[config.mk]
export PLATFORM = sky130hd
export DESIGN_NAME = msgpu_bus_rx
export DESIGN_NICKNAME = d
export VERILOG_FILES = /design/src/rtl/msgpu_bus_rx.sv
export SDC_FILE = /design/constraint.sdc
export NUM_CORES = 1
export LEC_CHECK = 0
export ABC_CLOCK_PERIOD_IN_PS = 4600
export CAP_MARGIN = 5
export CORE_MARGIN = 1.5
export CORE_UTILIZATION = 51
export CTS_CLUSTER_SIZE = 12
export DETAILED_ROUTE_END_ITERATION = 7
export HOLD_SLACK_MARGIN = 0.15
export PLACE_DENSITY = 0.77
export SYNTH_ARGS = -nofsm -noshare
export SYNTH_HDL_FRONTEND = slang
export SYNTH_SLANG_ARGS = --single-unit
export TNS_END_PERCENT = 1
[constraint.sdc]
create_clock -name clock -period 4.6 [get_ports clock]
set_clock_uncertainty 0.05 [all_clocks]
set_input_delay 0.92 -clock clock [delete_from_list [all_inputs] [get_ports clock]]
set_output_delay 0.92 -clock clock [all_outputs]
set_load 0.05 [all_outputs]
[src/rtl/msgpu_bus_rx.sv]
// msgpu_bus_rx: receiver for the MCU parallel bus feeding the msgpu core.
// Synchronises the asynchronous bus strobe, tags each beat as command or data,
// assembles data beats into WORD_BEATS-wide words, and buffers entries in a
// first-word-fall-through FIFO with a valid/ready output.
// Optional build macro MSGPU_BUS_RX_STATS_EN adds saturating 16-bit counters
// stat_commands, stat_words and stat_dropped.

module msgpu_bus_rx #(
  parameter int unsigned BUS_WIDTH   = 8,
  parameter int unsigned WORD_BEATS  = 2,
  parameter int unsigned FIFO_DEPTH  = 16,
  parameter int unsigned SYNC_STAGES = 2
) (
  input  logic                                clock,
  input  logic                                reset,
  input  logic                                mcu_bus_clock,
  input  logic [BUS_WIDTH-1:0]                mcu_bus,
  input  logic                                mcu_bus_command_data,
  output logic [BUS_WIDTH*WORD_BEATS-1:0]     out_data,
  output logic                                out_is_command,
  output logic                                out_valid,
  input  logic                                out_ready,
  output logic [$clog2(FIFO_DEPTH):0]         fifo_level,
  output logic                                overflow,
  input  logic                                clear_overflow
`ifdef MSGPU_BUS_RX_STATS_EN
  ,
  output logic [15:0]                         stat_commands,
  output logic [15:0]                         stat_words,
  output logic [15:0]                         stat_dropped
`endif
);

  localparam int unsigned WordW = BUS_WIDTH * WORD_BEATS;
  localparam int unsigned PtrW  = $clog2(FIFO_DEPTH);
  localparam int unsigned LvlW  = PtrW + 1;
  localparam int unsigned Last  = SYNC_STAGES - 1;

  // ---------------------------------------------------------------------------
  // Synchronisers
  // ---------------------------------------------------------------------------
  logic [SYNC_STAGES-1:0]                strobe_sync_q, strobe_sync_d;
  logic [SYNC_STAGES-1:0]                flag_sync_q, flag_sync_d;
  logic [SYNC_STAGES-1:0][BUS_WIDTH-1:0] bus_sync_q, bus_sync_d;
  // Marks chain stages that hold a sample taken after reset release.
  logic [SYNC_STAGES-1:0]                vld_sync_q, vld_sync_d;
  logic                                  prev_q, prev_d;

  logic                 strobe_last;
  logic                 flag_last;
  logic [BUS_WIDTH-1:0] bus_last;
  logic                 vld_last;
  logic                 beat_edge;

  // Shift every chain by one stage per clock.
  always_comb begin
    strobe_sync_d = {strobe_sync_q[SYNC_STAGES-2:0], mcu_bus_clock};
    flag_sync_d   = {flag_sync_q[SYNC_STAGES-2:0], mcu_bus_command_data};
    bus_sync_d    = {bus_sync_q[SYNC_STAGES-2:0], mcu_bus};
    vld_sync_d    = {vld_sync_q[SYNC_STAGES-2:0], 1'b1};
    strobe_last   = strobe_sync_q[Last];
    flag_last     = flag_sync_q[Last];
    bus_last      = bus_sync_q[Last];
    vld_last      = vld_sync_q[Last];
    // Previous value holds 1 until the chain carries real post-reset samples,
    // so a strobe already high at reset release never looks like a rising edge.
    prev_d        = vld_last ? strobe_last : 1'b1;
    beat_edge     = vld_last && strobe_last && !prev_q;
  end

  // ---------------------------------------------------------------------------
  // Beat tagging and word assembly
  // ---------------------------------------------------------------------------
  logic [2:0]       cnt_q, cnt_d;
  logic [WordW-1:0] word_q, word_d;
  logic [WordW-1:0] word_beat;
  logic             push_q, push_d;
  logic [WordW-1:0] push_data_q, push_data_d;
  logic             push_cmd_q, push_cmd_d;

  // Decide at the edge cycle what is pushed one cycle later.
  always_comb begin
    cnt_d       = cnt_q;
    word_d      = word_q;
    push_d      = 1'b0;
    push_data_d = push_data_q;
    push_cmd_d  = push_cmd_q;
    word_beat   = word_q;
    for (int b = 0; b < int'(WORD_BEATS); b++) begin
      if (cnt_q == b[2:0]) begin
        word_beat[b*BUS_WIDTH +: BUS_WIDTH] = bus_last;
      end
    end
    if (beat_edge) begin
      if (flag_last) begin
        // Command beat drops any partially assembled word.
        cnt_d                        = 3'd0;
        word_d                       = '0;
        push_d                       = 1'b1;
        push_data_d                  = '0;
        push_data_d[BUS_WIDTH-1:0]   = bus_last;
        push_cmd_d                   = 1'b1;
      end else if (cnt_q == 3'(WORD_BEATS - 1)) begin
        cnt_d       = 3'd0;
        word_d      = '0;
        push_d      = 1'b1;
        push_data_d = word_beat;
        push_cmd_d  = 1'b0;
      end else begin
        cnt_d  = cnt_q + 3'd1;
        word_d = word_beat;
      end
    end
  end

  // ---------------------------------------------------------------------------
  // FIFO
  // ---------------------------------------------------------------------------
  logic [WordW:0]   mem_q [FIFO_DEPTH];
  logic [PtrW-1:0]  wr_ptr_q, wr_ptr_d;
  logic [PtrW-1:0]  rd_ptr_q, rd_ptr_d;
  logic [LvlW-1:0]  level_q, level_d;
  logic             overflow_q, overflow_d;
  logic             fifo_full;
  logic             fifo_empty;
  logic             pop;
  logic             push_ok;
  logic             drop;
  logic [WordW:0]   head;

  // Pointer, level and overflow next-state.
  always_comb begin
    fifo_full  = (level_q == LvlW'(FIFO_DEPTH));
    fifo_empty = (level_q == '0);
    pop        = !fifo_empty && out_ready;
    // A pop frees the slot for a same-cycle push even when full.
    push_ok    = push_q && (!fifo_full || pop);
    drop       = push_q && fifo_full && !pop;
    wr_ptr_d   = push_ok ? wr_ptr_q + PtrW'(1) : wr_ptr_q;
    rd_ptr_d   = pop ? rd_ptr_q + PtrW'(1) : rd_ptr_q;
    level_d    = level_q;
    if (push_ok && !pop) begin
      level_d = level_q + LvlW'(1);
    end else if (pop && !push_ok) begin
      level_d = level_q - LvlW'(1);
    end
    overflow_d = overflow_q;
    if (clear_overflow) begin
      overflow_d = 1'b0;
    end else if (drop) begin
      overflow_d = 1'b1;
    end
  end

  // Head of FIFO is presented directly; payload is masked while empty.
  always_comb begin
    head           = mem_q[rd_ptr_q];
    out_valid      = !fifo_empty;
    out_data       = out_valid ? head[WordW-1:0] : '0;
    out_is_command = out_valid && head[WordW];
    fifo_level     = level_q;
    overflow       = overflow_q;
  end

  // FIFO storage; contents need no reset because the output is masked when empty.
  always_ff @(posedge clock) begin
    if (push_ok) begin
      mem_q[wr_ptr_q] <= {push_cmd_q, push_data_q};
    end
  end

  // Control state with synchronous reset.
  always_ff @(posedge clock) begin
    if (reset) begin
      strobe_sync_q <= '0;
      flag_sync_q   <= '0;
      bus_sync_q    <= '0;
      vld_sync_q    <= '0;
      prev_q        <= 1'b1;
      cnt_q         <= 3'd0;
      word_q        <= '0;
      push_q        <= 1'b0;
      push_data_q   <= '0;
      push_cmd_q    <= 1'b0;
      wr_ptr_q      <= '0;
      rd_ptr_q      <= '0;
      level_q       <= '0;
      overflow_q    <= 1'b0;
    end else begin
      strobe_sync_q <= strobe_sync_d;
      flag_sync_q   <= flag_sync_d;
      bus_sync_q    <= bus_sync_d;
      vld_sync_q    <= vld_sync_d;
      prev_q        <= prev_d;
      cnt_q         <= cnt_d;
      word_q        <= word_d;
      push_q        <= push_d;
      push_data_q   <= push_data_d;
      push_cmd_q    <= push_cmd_d;
      wr_ptr_q      <= wr_ptr_d;
      rd_ptr_q      <= rd_ptr_d;
      level_q       <= level_d;
      overflow_q    <= overflow_d;
    end
  end

`ifdef MSGPU_BUS_RX_STATS_EN
  // ---------------------------------------------------------------------------
  // Statistics
  // ---------------------------------------------------------------------------
  logic [15:0] stat_cmd_q, stat_cmd_d;
  logic [15:0] stat_word_q, stat_word_d;
  logic [15:0] stat_drop_q, stat_drop_d;
  logic        discard;

  function automatic logic [15:0] sat_add(input logic [15:0] a, input logic [1:0] inc);
    logic [16:0] s;
    s = {1'b0, a} + {15'd0, inc};
    return s[16] ? 16'hFFFF : s[15:0];
  endfunction

  // Saturating event counters.
  always_comb begin
    discard     = beat_edge && flag_last && (cnt_q != 3'd0);
    stat_cmd_d  = sat_add(stat_cmd_q, {1'b0, push_ok && push_cmd_q});
    stat_word_d = sat_add(stat_word_q, {1'b0, push_ok && !push_cmd_q});
    stat_drop_d = sat_add(stat_drop_q, {1'b0, drop} + {1'b0, discard});
    stat_commands = stat_cmd_q;
    stat_words    = stat_word_q;
    stat_dropped  = stat_drop_q;
  end

  // Counter state.
  always_ff @(posedge clock) begin
    if (reset) begin
      stat_cmd_q  <= '0;
      stat_word_q <= '0;
      stat_drop_q <= '0;
    end else begin
      stat_cmd_q  <= stat_cmd_d;
      stat_word_q <= stat_word_d;
      stat_drop_q <= stat_drop_d;
    end
  end
`endif

endmodule

Word-level counts from Yosys, hierarchy flattened
Memories as Yosys holds them, arrays and structs flattened. A register that Yosys moved wholly into a read port is not among the register bits.
Cells that the tools add are included.
Widths: inputs -> output; s select.

cells by class
  $add $sub $neg = 5
  equal/unequal tests = 2
  mux-type cells = 20
  bitwise operators = 2
  reduce and logical (&&, ||, !) cells = 23

operators by type and width
  cell                 count
  $mux 16              5
  $mux 8               2
  $mux 5               2
  $logic_and 1x1->1    9
  $add 4x1->4 const B  2
  $mux 4               2
  $mux 1               7
  $mux 3               2
  $reduce_or 2->1      3
  $add 5x1->5 const B  1
  $eq 5x5->1 const B   1
  $logic_not 1->1      5
  $logic_not 5->1      1
  $sub 5x1->5 const B  1
  $reduce_bool 2->1    2
  $add 3x1->3 const B  1
  $eq 3x1->1 const B   1
  $logic_not 3->1      1
  $not 1->1            2
  $reduce_and 2->1     1
  $logic_or 1x1->1     1

storage, ports and cells
  bits in registers = 74
  RAM bits = 272
  input bits = 14
  output and inout port bits = 24
  memories = 1

memory list
  name   words  width  read ports  clocked after Yosys merged registers in  wr ports  line  source
  mem_q  16     17     1           1                                        1         119   logic [WordW:0] mem_q [FIFO_DEPTH];

Longest topological paths before layout
  depth in word-level cells = 9
  depth in mapped cells = 11
  depth with buffers taken out = 9

Worst setup path after synthesis
Ideal clock, no wire load.

  path kind = reg-to-output
  start point = register level_q[0], in the netlist fifo_level[0]
  end point = output out_data[10]
  data arrival time = 2.439 ns
  required time = 3.630 ns
  path slack = 1.191 ns
  stages on the path, launching flop included = 8
  cells stage by stage = dfxtp_1 > or4_1 > buf_6 > or2_4 > nor2b_4 > buf_6 > buf_8 > a221o_1

between the ends
  longest elaborated chain between the ends = 2

ends and longest elaborated chain
  item                    line  source
  from (decl)             122   logic [LvlW-1:0] level_q, level_d;
  from (signal assigned)  202   level_q <= level_d;
  $logic_not 5->1         134   fifo_empty = (level_q == '0);
  $mux 16                 159   out_data = out_valid ? head[WordW-1:0] : '0;
  to (decl)               19    output logic [BUS_WIDTH*WORD_BEATS-1:0] out_data,

Every way passes these cells.

Final worst setup path
  start point = register level_q[0], in the netlist fifo_level[0]
  end point = output out_data[4]

Same word-level chain as after synthesis.

==> impl_metrics.py <==
metrics = {
    "clocking": {
        "htreeDepth": 2,
        "postCtsHoldBufs": 0,
        "clock_latency_ns": 0.52,
        "clkSinkCount": 342,
        "cts_root_buffer": "clkbuf_16",
        "cts_tree": "done",
        "clk_pin_slew_worst_paths_ns": 0.06,
        "numCtsBuffers": 35,
        "cts_resized": 0,
        "postCtsSetupBuffers": 0,
        "clk_path_buf_depth": 3,
    },
    "power": {
        "power.total_mw": 7.63,
        "p_leak_nw": 4.64,
        "power_per_cell_area_nw_per_um2": 514,
        "peakVddDrop_mv": 0.469,
    },
    "finish": {
        "final_area_sq_um": 14900,
        "area_growth_pct": 14.4,
        "multi_input_area_sq_um": 3230,
        "antenna_cells": 0,
        "fill_cells": 1792,
        "drive_above_1_share": 0.219,
        "num-nets-final": 765,
        "seqCellArea_sq_um": 9570,
        "final_util": 0.592,
    },
    "worst_setup_path": {
        "cp_data_arrival_time_ns": 3.31,
        "startpoint_type": "flip-flop",
        "path_max_fanout": 17,
        "endpoint_kind": "output port",
        "cp.required_ns": 3.63,
        "crit_type": "reg -> out",
    },
    "sta": {
        "slew_headroom": 0.405,
        "min_period_ns": 4.28,
        "rsz0062_at_grt": "false",
        "whs_ns": 0.356,
        "hold_viol": 0,
        "final-max-slew-violation-count": 0,
        "fin_crit_sh": 0.931,
        "tightest_slew_ns": 0.889,
        "setup_viol": 0,
        "fmax_mhz": 233,
        "tns_ns": 0,
    },
    "synthesis": {
        "synth-edff-count": 272,
        "synth_mux_area_frac": 0.141,
        "netlist_area_sq_um": 13000,
        "synth_nets": 704,
        "synth_common_cells": "272 x edfxtp_1, 70 x dfxtp_1, 68 x mux4_2",
        "seq_area_frac_synth": 0.737,
        "ys_seq_elements": 342,
        "yosysWarnings": 0,
        "yosysUniqueCellTypes": 46,
        "netlist_top_cells_area": "edfxtp_1 63%, mux4_2 12%, dfxtp_1 11%",
        "async_reset_ff_frac": 0,
        "synth_top_area_cell": "edfxtp_1",
        "synth_cells": 679,
        "synthAdderAreaFrac": 0.0112,
        "yosys.area_share.simple": 0.0475,
        "postSynthAreaPerCell_sq_um": 19.1,
        "yosysMostFrequentCell": "edfxtp_1",
        "ys.flop_type": "edfxtp_1",
        "synth_top_family_by_area": "multiplexers",
        "synth_compound_area_frac": 0.0412,
        "yosysTopAreaCellShare": 0.629,
        "synthXorXnorAreaFrac": 0.00607,
    },
    "detailed_routing": {
        "vias": 6496,
        "via_per_inst": 5.97,
        "drcViolationCount": 0,
        "wl_um": 26100,
        "dr.pass1.iters": 7,
        "drtIter0Drc": 725,
        "wl_per_cell_um": 24.0,
        "postRouteAntennaNets": 0,
    },
    "grt": {
        "use_met3": 0.0451,
        "grt_pass1_vias": 6841,
        "grt_pass1_wl_um": 40300,
        "grt_use_total": 0.207,
        "grt_max_degree": 37,
        "gr-max-usage-layer": "met2",
        "use_met2": 0.342,
        "antenna_found_initial": 0,
        "gr-total-overflow": 0,
        "met1_usage": 0.276,
    },
    "status": {
        "status": "finished clean",
    },
    "die": {
        "die_h_um": 163,
        "num_rows": 58,
        "die_x_um": 163,
        "dieArea_sq_um": 26400,
        "start_util": 0.517,
        "io_pins": 38,
        "coreArea_sq_um": 25100,
    },
    "placement": {
        "hpwl_um": 14900,
        "place.gp.congestion": 0.794,
        "placed_cell_area_sq_um": 13800,
        "portBuffers": 37,
    },
    "hold_path": {
        "hold_path_class": "reg -> reg",
    },
    "flow_run": {
        "cap_violations": 0,
    },
}
-- registers in the layout, indices dropped and copies added (netlist names), 2 cells and up, named ones only --
register	cells
bus_sync_d	8
vld_sync_q	2
flag_sync_q	2
mem_q	272
bus_last	8
word_q	8
wr_ptr_q	4
fifo_level	5
push_data_q	16
cnt_q	3
rd_ptr_q	4
strobe_sync_q	2
-- critical path, cell delays in order, from the launching register on --
cell	delay [ns]
dfxtp_1	0.36
or4_1	0.73
o211ai_2	0.24
buf_4	0.27
and2b_1	0.22
a221o_1	0.27
clkdlybuf4s50_1	0.70
-- per-layer routing --
layer  up-vias  share of wire
met3        48          0.074
met5         -              0
met1      3353           0.41
met2       272           0.49
met4         0          0.024
li1       2823              -
-- power breakdown --
group / internal [mW] / total, mW / switching, mW / leakage [nW]
Sequential: 3.33 / 3.41 / 0.0851 / 2.90
Combinational: 0.687 / 1.67 / 0.987 / 1.24
Clock: 1.47 / 2.54 / 1.07 / 0.499
-- path summary, 6_finish.rpt --
path                            depth (start not counted)       endpoint  slack [ns]     startpoint
worst min register to register                          1         prev_q        0.36  vld_sync_q[1]
worst max-delay path                                    6    out_data[4]        0.32  fifo_level[0]
worst min-delay path                                    1         prev_q        0.36  vld_sync_q[1]
worst max register to register                          9  fifo_level[4]        1.17  fifo_level[0]
-- cell usage in the layout (no fill, tap or decap), types with 16 or more instances in the layout --
cell type,synthesis,layout
edfxtp_1,272,272
mux4_2,68,68
dfxtp_1,70,68
clkbuf_16,0,36
clkdlybuf4s50_1,0,35
nor2_1,34,34
nor2b_1,32,32
buf_4,0,22
mux2_2,18,18
a221o_1,17,17
a22o_1,16,16
-- cell type report --
class                      instances  area share
clock inverter                     5     0.00261
timing repair buffer              61      0.0401
clock buffer                      50      0.0657
tap                              330      0.0278
multi-input combinational        293       0.217
inverter                           7     0.00177
sequential                       342       0.645
-- logic make-up (layout without fill, tap and decap cells) --
group | count (synthesis) | in the layout
AOI/OAI and AO/OA | 65 | 65
xor gates and xnor gates | 9 | 9
adders and majority gates | 11 | 11
buffers and inverters | 44 | 123
DFF | 342 | 342
muxes | 96 | 96
and+or+nand+nor | 112 | 112
-- through the flow --
stage	worst slack, ns	instances
after floorplan	1.19	679
after global placement	0.903	1033
after detailed placement	0.859	1033
after CTS	0.326	1088
after global routing	0.235	1088
final	0.316	1088
No activity file was read; power rests on OpenSTA's default activity.
